$ cat src/rtl/pipe_csel_pkg.sv
// Shared constants and mode encoding for the pipelined carry-select adder.
// Also holds the stage-count helper so every user derives it the same way.
package pipe_csel_pkg;

    localparam int DEF_WIDTH        = 32;
    localparam int DEF_BLK          = 4;
    localparam int DEF_BLKS_PER_STG = 4;

    typedef enum logic {
        MODE_ADD = 1'b0,
        MODE_SUB = 1'b1
    } mode_e;

    function automatic int calc_nstg(input int width, input int blk, input int blks_per_stg);
        return width / (blk * blks_per_stg);
    endfunction

endpackage

$ cat src/rtl/pipe_csel_adder_if.sv
// Operand/result stream of the pipelined adder.
// Handshake: a beat moves on a rising edge only when valid and ready are both 1;
// valid must not depend on ready, and payload is held while valid=1 and ready=0.
interface pipe_csel_adder_if
    import pipe_csel_pkg::*;
#(
    parameter int WIDTH = DEF_WIDTH
);
    logic             in_valid;
    logic             in_ready;
    logic [WIDTH-1:0] a;
    logic [WIDTH-1:0] b;
    logic             cin;
    logic             sub;
    logic             out_valid;
    logic             out_ready;
    logic [WIDTH-1:0] sum;
    logic             cout;
    logic             ovf;

    modport master (
        output in_valid, a, b, cin, sub, out_ready,
        input  in_ready, out_valid, sum, cout, ovf
    );

    modport slave (
        input  in_valid, a, b, cin, sub, out_ready,
        output in_ready, out_valid, sum, cout, ovf
    );

endinterface

$ cat src/rtl/csel_block.sv
// One carry-select slice: both carry-in outcomes are precomputed and the
// real incoming carry only drives the final mux.
module csel_block #(
    parameter int BLK = 4
) (
    input  logic [BLK-1:0] a,
    input  logic [BLK-1:0] b,
    input  logic           cin,
    output logic [BLK-1:0] s,
    output logic           co
);
    logic [BLK:0] w_r0;
    logic [BLK:0] w_r1;

    assign w_r0    = {1'b0, a} + {1'b0, b};
    assign w_r1    = {1'b0, a} + {1'b0, b} + {{BLK{1'b0}}, 1'b1};
    assign {co, s} = cin ? w_r1 : w_r0;

endmodule

$ cat src/rtl/pipe_csel_adder.sv
// Pipelined carry-select adder/subtractor: each stage resolves BLKS_PER_STG
// select blocks and hands its carry plus the untouched upper operands on.
module pipe_csel_adder
    import pipe_csel_pkg::*;
#(
    parameter int WIDTH        = DEF_WIDTH,
    parameter int BLK          = DEF_BLK,
    parameter int BLKS_PER_STG = DEF_BLKS_PER_STG
) (
    input  logic             clk,
    input  logic             rst,
    pipe_csel_adder_if.slave bus
);
    localparam int NBLK = WIDTH / BLK;
    localparam int NSTG = calc_nstg(WIDTH, BLK, BLKS_PER_STG);
    localparam int SW   = BLK * BLKS_PER_STG;

    if ((BLK < 1) || (WIDTH % BLK != 0)) begin : g_bad_blk
        $error("pipe_csel_adder: WIDTH must be a positive multiple of BLK");
    end
    if ((BLKS_PER_STG < 1) || (NBLK % BLKS_PER_STG != 0) || (NSTG < 1)) begin : g_bad_stg
        $error("pipe_csel_adder: WIDTH/BLK must be a positive multiple of BLKS_PER_STG");
    end

    // Stage inputs: index 0 comes from the bus, index k from stage k-1 registers.
    logic [WIDTH-1:0] w_a   [NSTG];
    logic [WIDTH-1:0] w_b   [NSTG];
    logic [WIDTH-1:0] w_s   [NSTG];
    logic             w_c   [NSTG];
    logic             w_v   [NSTG];
    logic [WIDTH-1:0] w_sn  [NSTG];

    logic [WIDTH-1:0] r_a   [NSTG];
    logic [WIDTH-1:0] r_b   [NSTG];
    logic [WIDTH-1:0] r_sum [NSTG];
    logic             r_c   [NSTG];
    logic             r_vld [NSTG];
    logic             r_ovf;

    logic [NBLK-1:0]  w_bci;
    logic [NBLK-1:0]  w_bco;
    logic [WIDTH-1:0] w_bs;
    logic             w_msb_ci;
    logic             w_ovf;
    logic             w_adv;
    logic             w_is_sub;

    assign w_is_sub = (mode_e'(bus.sub) == MODE_SUB);
    assign w_adv    = !r_vld[NSTG-1] || bus.out_ready;

    always_comb begin
        w_a[0] = bus.a;
        w_b[0] = w_is_sub ? ~bus.b : bus.b;
        w_c[0] = w_is_sub ? 1'b1 : bus.cin;
        w_s[0] = '0;
        w_v[0] = bus.in_valid;
        for (int k = 1; k < NSTG; k++) begin
            w_a[k] = r_a[k-1];
            w_b[k] = r_b[k-1];
            w_c[k] = r_c[k-1];
            w_s[k] = r_sum[k-1];
            w_v[k] = r_vld[k-1];
        end
    end

    // Block carry chain restarts at each stage boundary from the registered carry.
    for (genvar g = 0; g < NBLK; g++) begin : g_blk
        localparam int STG = g / BLKS_PER_STG;
        if (g % BLKS_PER_STG == 0) begin : g_first
            assign w_bci[g] = w_c[STG];
        end else begin : g_chain
            assign w_bci[g] = w_bco[g-1];
        end
        csel_block #(.BLK(BLK)) u_blk (
            .a   (w_a[STG][g*BLK +: BLK]),
            .b   (w_b[STG][g*BLK +: BLK]),
            .cin (w_bci[g]),
            .s   (w_bs[g*BLK +: BLK]),
            .co  (w_bco[g])
        );
    end

    always_comb begin
        for (int k = 0; k < NSTG; k++) begin
            w_sn[k]             = w_s[k];
            w_sn[k][k*SW +: SW] = w_bs[k*SW +: SW];
        end
        // Carry into the MSB recovered from the MSB sum bit of the final stage.
        w_msb_ci = w_a[NSTG-1][WIDTH-1] ^ w_b[NSTG-1][WIDTH-1] ^ w_bs[WIDTH-1];
        w_ovf    = w_msb_ci ^ w_bco[NBLK-1];
    end

    always_ff @(posedge clk) begin
        if (rst) begin
            for (int k = 0; k < NSTG; k++) begin
                r_a[k]   <= '0;
                r_b[k]   <= '0;
                r_sum[k] <= '0;
                r_c[k]   <= 1'b0;
                r_vld[k] <= 1'b0;
            end
            r_ovf <= 1'b0;
        end else if (w_adv) begin
            for (int k = 0; k < NSTG; k++) begin
                r_a[k]   <= w_a[k];
                r_b[k]   <= w_b[k];
                r_sum[k] <= w_sn[k];
                r_c[k]   <= w_bco[(k+1)*BLKS_PER_STG-1];
                r_vld[k] <= w_v[k];
            end
            r_ovf <= w_ovf;
        end
    end

    assign bus.in_ready  = w_adv && !rst;
    assign bus.out_valid = r_vld[NSTG-1];
    assign bus.sum       = r_sum[NSTG-1];
    assign bus.cout      = r_c[NSTG-1];
    assign bus.ovf       = r_ovf;

endmodule

$ cat src/flat_wrapper.sv
// flat-port wrapper written by rule: the top's interface ports become plain ports
module pipe_csel_adder_flat import pipe_csel_pkg::*;
#(
    parameter int WIDTH        = DEF_WIDTH,
    parameter int BLK          = DEF_BLK,
    parameter int BLKS_PER_STG = DEF_BLKS_PER_STG
)
  (clk, rst, bus_in_valid, bus_a, bus_b, bus_cin, bus_sub, bus_out_ready, bus_in_ready, bus_out_valid, bus_sum, bus_cout, bus_ovf);
  pipe_csel_adder_if #(.WIDTH(WIDTH)) bus_i ();
  input  logic clk;
  input  logic rst;
  input wire logic [$bits(bus_i.in_valid)-1:0] bus_in_valid;
  input wire logic [$bits(bus_i.a)-1:0] bus_a;
  input wire logic [$bits(bus_i.b)-1:0] bus_b;
  input wire logic [$bits(bus_i.cin)-1:0] bus_cin;
  input wire logic [$bits(bus_i.sub)-1:0] bus_sub;
  input wire logic [$bits(bus_i.out_ready)-1:0] bus_out_ready;
  output wire logic [$bits(bus_i.in_ready)-1:0] bus_in_ready;
  output wire logic [$bits(bus_i.out_valid)-1:0] bus_out_valid;
  output wire logic [$bits(bus_i.sum)-1:0] bus_sum;
  output wire logic [$bits(bus_i.cout)-1:0] bus_cout;
  output wire logic [$bits(bus_i.ovf)-1:0] bus_ovf;
  assign bus_i.in_valid = bus_in_valid;
  assign bus_i.a = bus_a;
  assign bus_i.b = bus_b;
  assign bus_i.cin = bus_cin;
  assign bus_i.sub = bus_sub;
  assign bus_i.out_ready = bus_out_ready;
  assign bus_in_ready = bus_i.in_ready;
  assign bus_out_valid = bus_i.out_valid;
  assign bus_sum = bus_i.sum;
  assign bus_cout = bus_i.cout;
  assign bus_ovf = bus_i.ovf;
  pipe_csel_adder #(.WIDTH(WIDTH), .BLK(BLK), .BLKS_PER_STG(BLKS_PER_STG)) u_core (.clk(clk), .rst(rst), .bus(bus_i));
endmodule
$ cat config.mk
export PLATFORM = sky130hd
export DESIGN_NAME = pipe_csel_adder_flat
export DESIGN_NICKNAME = d
export VERILOG_FILES = /design/src/rtl/pipe_csel_pkg.sv /design/src/rtl/pipe_csel_adder_if.sv /design/src/rtl/csel_block.sv /design/src/rtl/pipe_csel_adder.sv /design/src/flat_wrapper.sv
export SDC_FILE = /design/constraint.sdc
export NUM_CORES = 1
export LEC_CHECK = 0
export ABC_CLOCK_PERIOD_IN_PS = 9700
export BUFFER_PORTS_ARGS = -buffer_cell sky130_fd_sc_hd__buf_4
export CAP_MARGIN = 10
export CORE_ASPECT_RATIO = 1.25
export CORE_MARGIN = 3
export CORE_UTILIZATION = 50
export DETAILED_ROUTE_END_ITERATION = 10
export PLACE_DENSITY_LB_ADDON = 0.1
export SLEW_MARGIN = 20
export SYNTH_ARGS = -nofsm -noshare
export SYNTH_HDL_FRONTEND = slang
export SYNTH_SLANG_ARGS = --single-unit
$ cat constraint.sdc
create_clock -name clk -period 9.7 [get_ports clk]
set_input_delay 1.94 -clock clk [delete_from_list [all_inputs] [get_ports clk]]
set_output_delay 1.94 -clock clk [all_outputs]
set_load 0.02 [all_outputs]
==> run metrics, run 1 <==
result of the run complete, no violations; first-pass iteration count of the detailed router 4; vias in the first global route 3260; final hold slack a little under 500 ps; data required time of the worst path 7760 ps; die area about 12000 sq um; Clk pin slew, worst setup/hold paths 60 ps; startpoint types input pin; post-route ant nets 0; clock period minus final worst setup slack 5280 ps; P per Cell Area 168 nW/um^2; Post-layout nets 662; CTS Buf Count 9; cell types occupying the most area after synthesis edfxtp_1 46%, ha_1 9.1%, xnor2_1 7.0%; CTS hold repair buffers 0; cell chosen for the clock root clkbuf_16; data arrival time of the critical path approximately 3300 ps; count of maximum capacitance violations 0; placeable core region 10700 sq um; number of buffer cells added on primary ports between 100 and 150; largest area contributor in the synthesized netlist edfxtp_1; Chip Width 99.8 um; Top FF cell, synth edfxtp_1; overall via count from detail_route 3425; CP max-delay cell nand2b_4; Post-Route Skew 6.82 ps; DRC violations left 0; delay of the slowest critical-path stage roughly 450 ps; GRT Residual Overflow 0; Placer Congestion around 0.75; Vias per Instance ~5.0; leakage component of the power approximately 2.9 nW; Synth top cells by count 84 x edfxtp_1, 50 x nor2_1, 44 x xnor2_1; post-synthesis net count 591; Max Buffers Root-to-Sink 2; total I/O pin count 106; GR peak layer met2; Synth-to-Final Area Change 16.9%; FP Rows 42; cell chain of the critical path buf_4, nand2b_4, nand2b_4, inv_2, buf_4; number of warnings issued by yosys 0; family with the most delay on the worst path buffers and inverters; aggregate negative setup slack 0 ps; count of final setup violators 0; count of different cell masters after synthesis 59; share of synthesized area occupied by flip-flops and latches 0.462; most repeated cell in the gate-level netlist after synthesis edfxtp_1; critical path start-end classification input pin to primary output; routed wire length per instance 14.0 um; number of enable-type register cells in the synthesized netlist 84; CTS tree done; met1 track demand over resource 0.195; total area of multi-input combinational cells 2550 sq um; pre-CTS WS 3930 ps; FILL cells 892; layout cell share with drive strength beyond 1 0.242; worst ir drop on vdd 0.112 mV; post-synthesis cell area ~5500 sq um; Avg Cell Area, Syn between 10 and 15 sq um; buffers inserted by post-CTS timing repair 0; maximum level of the CTS H-tree 3; part of the cycle the worst path needs 0.545; number of max-slew violations in the final report 0; met3 usage in global routing 0.0333; highest clock frequency the design can meet 0.189 GHz; fraction of met2 tracks used by global routing 0.269; count of buffer and inverter cells on the critical path 3; gate count after technology mapping 473; number of flip-flops and latches in the synthesized netlist 85; total detailed-routing wirelength 9520 um; Final HPWL DP 6870 um; worst-path maximum fanout 51; count of cells resized by post-cts repair 0; setup repair after global routing missed its margin no; Max-slew headroom 0.529; share of synthesized registers carrying an async set or reset 0; Worst-Margin Slew around 700 ps; clock network latency to the later pin of the worst-skew pair 330 ps; antenna cell count 0; number of sinks driven by the clock tree 85; worst setup slack after layout 4420 ps; worst min-delay path class flop to flop; effective utilization at floorplan 0.515; chip height 123 um; global-route wire length before repair 15000 um; share of the synthesized area in the top cell type 0.459; register-to-register setup slack 6270 ps; maximum number of pins on one net before global-route repair 86; Total Routing Usage GR 0.157; PnR Total Power 1.08 mW; initial antenna violation count 0; area taken by flip-flops and latches 2540 sq um; DR iter-0 viols 120; element type at the critical path end primary output; final hold violation count 0
final timing paths:
kind,startpoint,cells after the start,endpoint
worst min-delay path,u_core.bus.ovf,2,u_core.bus.ovf
worst max register to register,u_core.r_a[0][16],11,u_core.bus.ovf
worst max-delay path,bus_out_ready,5,bus_in_ready
worst min register to register,u_core.bus.ovf,2,u_core.bus.ovf
report_power, final:
group	internal [mW]	total (mW)	switching [mW]
Combinational	0.144	0.306	0.162
Sequential	0.463	0.479	0.0160
Clock	0.170	0.298	0.127
Total	0.777	1.08	0.306
per-layer routing:
metal | up-vias | routed length, um
met1 | 1602 | 4000
met5 | - | 0
met3 | 8 | 447
li1 | 1743 | -
met2 | 72 | 4980
met4 | 0 | 91
layout by cell type (no fill, tap or decap), drive strengths merged, types with 2 or more instances in the layout:
| cell type | n |
|---|---|
| nand2b | 3 |
| a211oi | 2 |
| nand4 | 3 |
| a21o | 13 |
| nor2b | 3 |
| buf | 106 |
| o31ai | 2 |
| a21oi | 23 |
| nor2 | 50 |
| xnor2 | 44 |
| o21a | 2 |
| nor4b | 2 |
| xor2 | 28 |
| edfxtp | 84 |
| nand3b | 2 |
| o21ai | 5 |
| nor3b | 3 |
| nor4 | 2 |
| nor3 | 3 |
| inv | 25 |
| or2 | 2 |
| nand3 | 6 |
| and2 | 37 |
| and3 | 3 |
| nand2 | 9 |
| mux2i | 8 |
| clkinv | 4 |
| nand4b | 2 |
| clkbuf | 12 |
| ha | 40 |
| fa | 8 |
through the flow:
step / std cells / util / area (sq um)
after floorplan: 473 / - / 5500
final: 681 / 0.603 / 6430
after CTS: 680 / 0.600 / 6400
after detailed placement: 664 / 0.576 / 6140
after global routing: 681 / 0.603 / 6430
after global placement: 664 / 0.576 / 6140
sequential cells by signal, summed over array words and instances (netlist names):
| register | cells |
|---|---|
| u_core.bus.ovf | 1 |
| u_core.r_vld | 2 |
| u_core.r_a | 16 |
| u_core.r_sum | 48 |
| u_core.r_c | 2 |
| u_core.r_b | 16 |
worst min-delay path: cells and delay by family, from the launching register on:
kind	cells	cell delay, ps
compound gates	1	80
flops	1	310
buf+inv	1	60
cell type report:
type                            instances  share of cell area
Timing Repair Buffer                  106               0.127
Sequential cell                        85               0.395
Inverter                               25              0.0165
Clock inverter                          4             0.00234
Multi-Input combinational cell        317               0.396
Clock buffer                           12              0.0368
Tap cell                              132              0.0257
kinds of logic after synthesis:
group,Yosys count,share of synthesized area
buffers and inverters,71,0.0760
flip-flops,85,0.462
AND/OR/NAND/NOR,134,0.139
AO/OA/AOI/OAI,54,0.0671
multiplexers,8,0.0152
adder cells (fa/ha/maj),48,0.120
XOR/XNOR,73,0.120
Note: power is estimated with default switching activity, not from simulation.
==> run 2: changes to the inputs <==
- ABC_AREA: default -> 1
- ABC_CLOCK_PERIOD_IN_PS: 9700 -> 5250
- clock period: 9.7 -> 5.25 ns (I/O delays scaled with it)
==> run 2 against run 1 <==
Clock power grew 130%. Largest power group unchanged. Power grew 110%. Flip-flop and latch count is the same. Setup slack lost 2800 ps.
==> run metrics, run 2 <==
internal power of the cells 1.60 mW (was 777 uW); count of final setup violators 0 (unchanged); post-synthesis cell area 5650 sq um (was 5500 sq um); final hold violation count 0 (unchanged); CP max-delay cell fa_1 (was nand2b_4); register name with the most flops u_core.r_sum (unchanged); critical path start-end classification input pin to flop (was input pin to primary output); buffers inserted by post-CTS timing repair 0 (unchanged); cell chosen for the clock root clkbuf_16 (unchanged); Max-slew headroom 0.444 (was 0.529); startpoint types input pin (unchanged); Clk pin slew, worst setup/hold paths 60 ps (about the same); vias in the first global route 3961 (was 3260); Vias per Instance 4.95 (was 5.03); data required time of the worst path 5340 ps (was 7760 ps); flip-flop count of the largest register after layout 48 (unchanged); CTS tree done (unchanged); Max Buffers Root-to-Sink 2 (unchanged); delay of the slowest critical-path stage 460 ps (was 450 ps); share of synthesized area occupied by flip-flops and latches 0.450 (was 0.462); setup repair after global routing missed its margin no (unchanged); highest clock frequency the design can meet 0.278 GHz; total detailed-routing wirelength 9870 um (was 9520 um); Final HPWL DP 7370 um (was 6870 um); sequential cell fraction of total power 0.398 (was 0.443); FP Rows 42 (unchanged); effective utilization at floorplan 0.522 (was 0.515); share of the synthesized area in the top cell type 0.446 (was 0.459); chip height 125 um (was 123 um); number of flip-flops and latches in the synthesized netlist 85 (unchanged); overall via count from detail_route 3961 (was 3425); maximum number of pins on one net before global-route repair 85 (was 86); placeable core region 10800 sq um (was 10700 sq um); maximum level of the CTS H-tree 3 (unchanged); clock network latency to the later pin of the worst-skew pair 330 ps (about the same); number of enable-type register cells in the synthesized netlist 84 (unchanged); CTS Buf Count 9 (unchanged); first-pass iteration count of the detailed router 6 (was 4); worst-path maximum fanout 33 (was 51); cell chain of the critical path buf_4, xor2_1, ha_1, fa_1, ha_1, and3_4, nand2_2, nand3_2, nand2_4, nand2_1, nand2_4, nand2_4, nand2_4, inv_2, nor2_1, nor2_1 (was buf_4, nand2b_4, nand2b_4, inv_2, buf_4); sw frac 0.293 (was 0.282); Synth top cells by count 90 x inv_1, 84 x edfxtp_1, 72 x nor2_1 (was 84 x edfxtp_1, 50 x nor2_1, 44 x xnor2_1); net switching power of the design 661 uW (was 306 uW); CTS hold repair buffers 0 (unchanged); routed wire length per instance 12.3 um (was 14.0 um); number of warnings issued by yosys 0 (unchanged); Synth-to-Final Area Change 18.1% (was 16.9%); DR iter-0 viols 124 (was 120); aggregate negative setup slack 0 ps (unchanged); cell types occupying the most area after synthesis edfxtp_1 45%, ha_1 8.9%, inv_1 6.0% (was edfxtp_1 46%, ha_1 9.1%, xnor2_1 7.0%); most common cell after layout, fill and taps aside buf_4 (unchanged); leakage component of the power 3.21 nW (was 2.87 nW); post-route ant nets 0 (unchanged); clock period minus final worst setup slack about 3600 ps; most repeated cell in the gate-level netlist after synthesis inv_1 (was edfxtp_1); share of synthesized registers carrying an async set or reset 0 (unchanged); final standard cell area without fillers 6670 sq um (was 6430 sq um); GRT Residual Overflow 0 (unchanged); Post-layout nets 783 (was 662); initial antenna violation count 0 (unchanged); Placer Congestion 0.812 (was 0.753); largest area contributor in the synthesized netlist edfxtp_1 (unchanged); Clock Power Share 0.309 (was 0.275); cell area after placement 6330 sq um (was 6140 sq um); Avg Cell Area, Syn 9.54 sq um (was 11.6 sq um); worst min-delay path class flop to flop (unchanged); count of different cell masters after synthesis 38 (was 59); antenna cell count 0 (unchanged); total I/O pin count 106 (unchanged); number of buffer cells added on primary ports 105 (unchanged); post-synthesis net count 710 (was 591); Chip Width 101 um (was 99.8 um); result of the run complete, no violations (unchanged); count of cells resized by post-cts repair 0 (unchanged); part of the cycle the worst path needs 0.684; data arrival time of the critical path 3680 ps (was 3340 ps); layout cell share with drive strength beyond 1 0.242 (about the same); global-route wire length before repair 17200 um (was 15000 um); gate count after technology mapping 592 (was 473); P per Cell Area 338 nW/um^2 (was 168 nW/um^2); cell repeated most along the worst path nand2_4; largest registers u_core.r_sum: 48 flops, u_core.r_a: 16 flops, u_core.r_b: 16 flops (unchanged); commonest cells after routing, fill and taps aside 106 x buf_4, 90 x inv_1, 84 x edfxtp_1 (was 105 x buf_4, 84 x edfxtp_1, 50 x nor2_1); die area 12600 sq um (was 12300 sq um); DRC violations left 0 (unchanged); Top FF cell, synth edfxtp_1 (unchanged); number of sinks driven by the clock tree 85 (unchanged); number of max-slew violations in the final report 0 (unchanged); count of maximum capacitance violations 0 (unchanged); Logic pwr share 0.293 (was 0.283); Total Routing Usage GR 0.168 (was 0.157); worst ir drop on vdd 0.166 mV (was 0.112 mV); Worst-Margin Slew 833 ps (was 701 ps); Post-Route Skew 5.80 ps (was 6.82 ps); element type at the critical path end flop (was primary output)
[run 2: cell types whose count changed in the layout (fill, tap and decap cells not counted), sizes merged, moves of 3 or more]
cell and change:
nand3 +36, bufinv +3, nor2 +24, a21oi +10
a21o -13, o21ai +16, nand2 +69, mux2i -7
nor2b -3, xnor2 -21, inv +70, and2 -37
nor3 +5, nand2b -3
[run 2: per-layer routing]
metal / GRT usage / vias to the layer above / part of all wire
met5: 0 / - / 0
met4: 0.0626 / 0 / 0.019
met3: 0.0331 / 13 / 0.050
met2: 0.310 / 86 / 0.55
met1: 0.186 / 1820 / 0.39
li1: - / 2042 / -
[run 2: cell type report]
class / instances / area [sq um]
Clock buffer: 10 / 229
Clock inverter: 5 / 100
Fill cell: 926 / 4150
Inverter: 96 / 362
Multi-Input combinational cell: 367 / 2480
Sequential cell: 85 / 2540
Tap cell: 132 / 165
Timing Repair Buffer: 106 / 796
[run 2: cell families (layout without fill, tap and decap cells)]
| group | Yosys count | in the layout | synth area share |
|---|---|---|---|
| and+or+nand+nor | 210 | 210 | 0.179 |
| muxes | 1 | 1 | 0.00177 |
| buffers and inverters | 140 | 217 | 0.115 |
| xor gates and xnor gates | 50 | 50 | 0.0822 |
| DFF | 85 | 85 | 0.450 |
| adders and majority gates | 48 | 48 | 0.117 |
| AOI/OAI and AO/OA | 58 | 58 | 0.0554 |
[run 2: path summary, 6_finish.rpt]
path	startpoint	cells past startpoint	slack, ps	end
worst max-delay path	bus_sub	16	1660	u_core.r_sum[0][13]
worst min-delay path	u_core.bus.ovf	2	490	u_core.bus.ovf
worst max register to register	u_core.r_a[0][16]	16	2580	u_core.bus.ovf
worst min register to register	u_core.bus.ovf	2	490	u_core.bus.ovf
[run 2: metrics by stage]
step | power, mW | std cells | setup slack (ps) | hold WS [ps] | utilization
after floorplan | 1.43 | 592 | 1360 | 519 | -
after global placement | 1.55 | 786 | 1410 | 462 | 0.585
after detailed placement | 1.58 | 786 | 1310 | 477 | 0.585
after CTS | 2.28 | 801 | 1660 | 488 | 0.615
after global routing | 2.40 | 801 | 1460 | 515 | 0.616
final | 2.26 | 801 | 1660 | 485 | 0.616
[run 2: power by group through the flow]
| stage | sequential (mW) | clock, mW | combinational [mW] |
|---|---|---|---|
| floorplan | 0.906 | 0 | 0.523 |
| global placement | 0.910 | 0 | 0.641 |
| detailed placement | 0.913 | 0 | 0.665 |
| CTS | 0.900 | 0.715 | 0.669 |
| global route | 0.909 | 0.741 | 0.752 |
| finish | 0.898 | 0.698 | 0.662 |
[run 2: critical path: cells and delay by family]
kind	cells	cell delay [ps]
adders and majority gates	3	900
and+or+nand+nor	10	1020
xor gates and xnor gates	1	190
buffers and inverters	2	480
==> run 3: changes to the inputs <==
- ABC_AREA: 1 -> 0
- ABC_CLOCK_PERIOD_IN_PS: 5250 -> 3400
- clock period: 5.25 -> 3.4 ns (I/O delays scaled with it)
==> run 3 against run 2 <==
Core utilization rose by 0.78 points. First-iteration DRC count fell by 40%. Non-clock buffer count rose by 21. Clock power rose by 33%. Cell count fell by 12%. Wire length rose by 5.2%. Combinational power rose by 45%. Via count fell by 11%. Design area fell by 0.21%. Largest power group unchanged.
==> run metrics, run 3 (synthesized netlist as in run 1, its figures left out) <==
Total Routing Usage GR 0.176 (was 0.168); largest registers u_core.r_sum: 48 flops, u_core.r_a: 16 flops, u_core.r_b: 16 flops (unchanged); startpoint types input pin (unchanged); number of max-slew violations in the final report 0 (unchanged); Clk pin slew, worst setup/hold paths 60 ps (about the same); placeable core region 10700 sq um (was 10800 sq um); depth of the most critical reg-to-reg path 11 (was 16); Synth-to-Final Area Change 21.1% (was 18.1%); beginning of the worst hold path u_core.bus.ovf (unchanged); worst ir drop on vdd 0.221 mV (was 0.166 mV); result of the run complete, no violations (unchanged); sw frac 0.280 (was 0.293); die area 12300 sq um (was 12600 sq um); number of buffer cells added on primary ports 105 (unchanged); maximum number of pins on one net before global-route repair 51 (was 85); post-route ant nets 0 (unchanged); final hold slack 497 ps (was 485 ps); overall via count from detail_route 3543 (was 3961); CP max-delay cell fa_1 (unchanged); register name with the most flops u_core.r_sum (unchanged); CTS Buf Count 9 (unchanged); Max Buffers Root-to-Sink 2 (unchanged); origin of the critical flop-to-flop path u_core.r_a[0][16] (unchanged); layout cell share with drive strength beyond 1 0.292 (was 0.242); DR iter-0 viols 75 (was 124); antenna cell count 0 (unchanged); Min-Delay Path Depth 2 (unchanged); final hold violation count 0 (unchanged); effective utilization at floorplan 0.515 (was 0.522); GRT Residual Overflow 0 (unchanged); register-to-register setup slack 190 ps (was 2580 ps); total detailed-routing wirelength 10400 um (was 9870 um); initial antenna violation count 0 (unchanged); data arrival time of the critical path 3310 ps (was 3680 ps); internal power of the cells 2.35 mW (was 1.60 mW); highest clock frequency the design can meet 0.310 GHz; worst min-delay path class flop to flop (unchanged); cell chosen for the clock root clkbuf_16 (unchanged); worst-path maximum fanout 8 (was 33); data required time of the worst path 3480 ps (was 5340 ps); CTS hold repair buffers 0 (unchanged); total I/O pin count 106 (unchanged); count of maximum capacitance violations 0 (unchanged); number of sinks driven by the clock tree 85 (unchanged); delay of the slowest critical-path stage 450 ps (was 460 ps); Post-layout nets 683 (was 783); net switching power of the design 913 uW (was 661 uW); DRC violations left 0 (unchanged); most common cell after layout, fill and taps aside buf_4 (unchanged); Clock Power Share 0.285 (was 0.309); Worst-Margin Slew 716 ps (was 833 ps); vias in the first global route 3658 (was 3961); Chip Width 99.8 um (was 101 um); end of the worst hold path u_core.bus.ovf (unchanged); clock network latency to the later pin of the worst-skew pair 330 ps (about the same); global-route wire length before repair 16900 um (was 17200 um); sequential cell fraction of total power 0.420 (was 0.398); flip-flop count of the largest register after layout 48 (unchanged); clock period minus final worst setup slack 3230 ps; Logic pwr share 0.295 (was 0.293); PnR Total Power 3.26 mW (was 2.26 mW); cell chain of the critical path buf_4, xor2_1, ha_2, fa_1, ha_1, o21ai_1, nor2_2, a21boi_1, nand4bb_4, mux2i_2, xnor2_2, a31oi_1, a41o_1 (was buf_4, xor2_1, ha_1, fa_1, ha_1, and3_4, nand2_2, nand3_2, nand2_4, nand2_1, nand2_4, nand2_4, nand2_4, inv_2, nor2_1, nor2_1); aggregate negative setup slack 0 ps (unchanged); commonest cells after routing, fill and taps aside 126 x buf_4, 84 x edfxtp_1, 49 x nor2_1 (was 106 x buf_4, 90 x inv_1, 84 x edfxtp_1); Placer Congestion 0.754 (was 0.812); maximum level of the CTS H-tree 3 (unchanged); first-pass iteration count of the detailed router 4 (was 6); R2R Path End u_core.bus.ovf (unchanged); routed wire length per instance 14.8 um (was 12.3 um); count of final setup violators 0 (unchanged); leakage component of the power 2.97 nW (was 3.21 nW); family with the most delay on the worst path adder cells (was simple AND/OR/NAND/NOR gates); P per Cell Area 490 nW/um^2 (was 338 nW/um^2); chip height 123 um (was 125 um); element type at the critical path end flop (unchanged); Max-slew headroom 0.523 (was 0.444); part of the cycle the worst path needs 0.949; critical path start-end classification input pin to flop (unchanged); Vias per Instance 5.05 (was 4.95); Final HPWL DP 7670 um (was 7370 um); count of buffer and inverter cells on the critical path 1 (was 2); CTS tree done (unchanged); Post-Route Skew 4.36 ps (was 5.80 ps); FP Rows 42 (unchanged)
## run 3: cell types whose count changed in the layout (fill, tap and decap cells not counted), moves of 13 or more
| cell | delta |
|---|---|
| a21o_1 | +13 |
| and2_1 | +37 |
| buf_4 | +20 |
| inv_1 | -67 |
| nand2_1 | -51 |
| nand3_1 | -31 |
| nor2_1 | -22 |
| o21ai_0 | -17 |
| xnor2_1 | +20 |
## run 3: metrics by stage
step,instances,area [sq um],setup WS (ps),util
6_report,701,6660,173,0.624
2_1_floorplan,473,5540,-162,-
3_5_place_dp,685,6320,-209,0.593
5_1_grt,701,6660,-0.361,0.624
3_3_place_gp,685,6320,-117,0.593
4_1_cts,700,6600,102,0.619
## run 3: what timing repair did
action,CTS,global route
buffers inserted,0,1
endpoints found under the setup margin,0,6
resized for setup,0,10
## run 3: power by group through the flow
| stage | logic (mW) | registers, mW | clock network, mW |
|---|---|---|---|
| finish | 0.962 | 1.37 | 0.930 |
| global placement | 0.923 | 1.39 | 0 |
| detailed placement | 0.954 | 1.39 | 0 |
| CTS | 0.961 | 1.37 | 0.948 |
| global route | 1.07 | 1.38 | 0.997 |
| floorplan | 0.707 | 1.38 | 0 |
## run 3: final cells by class
| cell class | count | area, sq um |
|---|---|---|
| Fill cell | 887 | 4010 |
| Clock buffer | 12 | 236 |
| Clock inverter | 3 | 37.5 |
| Multi-Input combinational cell | 317 | 2610 |
| Tap cell | 132 | 165 |
| Sequential cell | 85 | 2540 |
| Inverter | 25 | 106 |
| Timing Repair Buffer | 127 | 966 |
## run 3: worst max-delay path by stage
stage / start / to / cells past startpoint
floorplan: bus_sub / u_core.r_c[0][0] / 14
CTS: u_core.r_a[0][16] / u_core.bus.ovf / 11
finish: bus_sub / u_core.r_c[0][0] / 13
detailed placement: bus_sub / u_core.r_c[0][0] / 13
global route: u_core.r_a[0][16] / u_core.bus.ovf / 11
global placement: bus_sub / u_core.r_c[0][0] / 13
## run 3: routing by layer
layer | share of wire | vias up | wire length, um | global-route usage
li1 | - | 1784 | - | -
met1 | 0.41 | 1686 | 4210 | 0.210
met2 | 0.54 | 65 | 5640 | 0.322
met3 | 0.042 | 8 | 439 | 0.0327
met4 | 0.0090 | 0 | 93 | 0.0487
met5 | 0 | - | 0 | 0
## run 3: worst reg2reg max path, stage by stage (launching register included)
cell and delay [ps]:
edfxtp_1 390, ha_2 210, fa_1 530, ha_2 230
nand3_4 120, o31ai_4 210, nor4b_4 340, mux2i_2 320
a21oi_2 60, and4_4 200, xnor3_1 390, o22ai_2 80
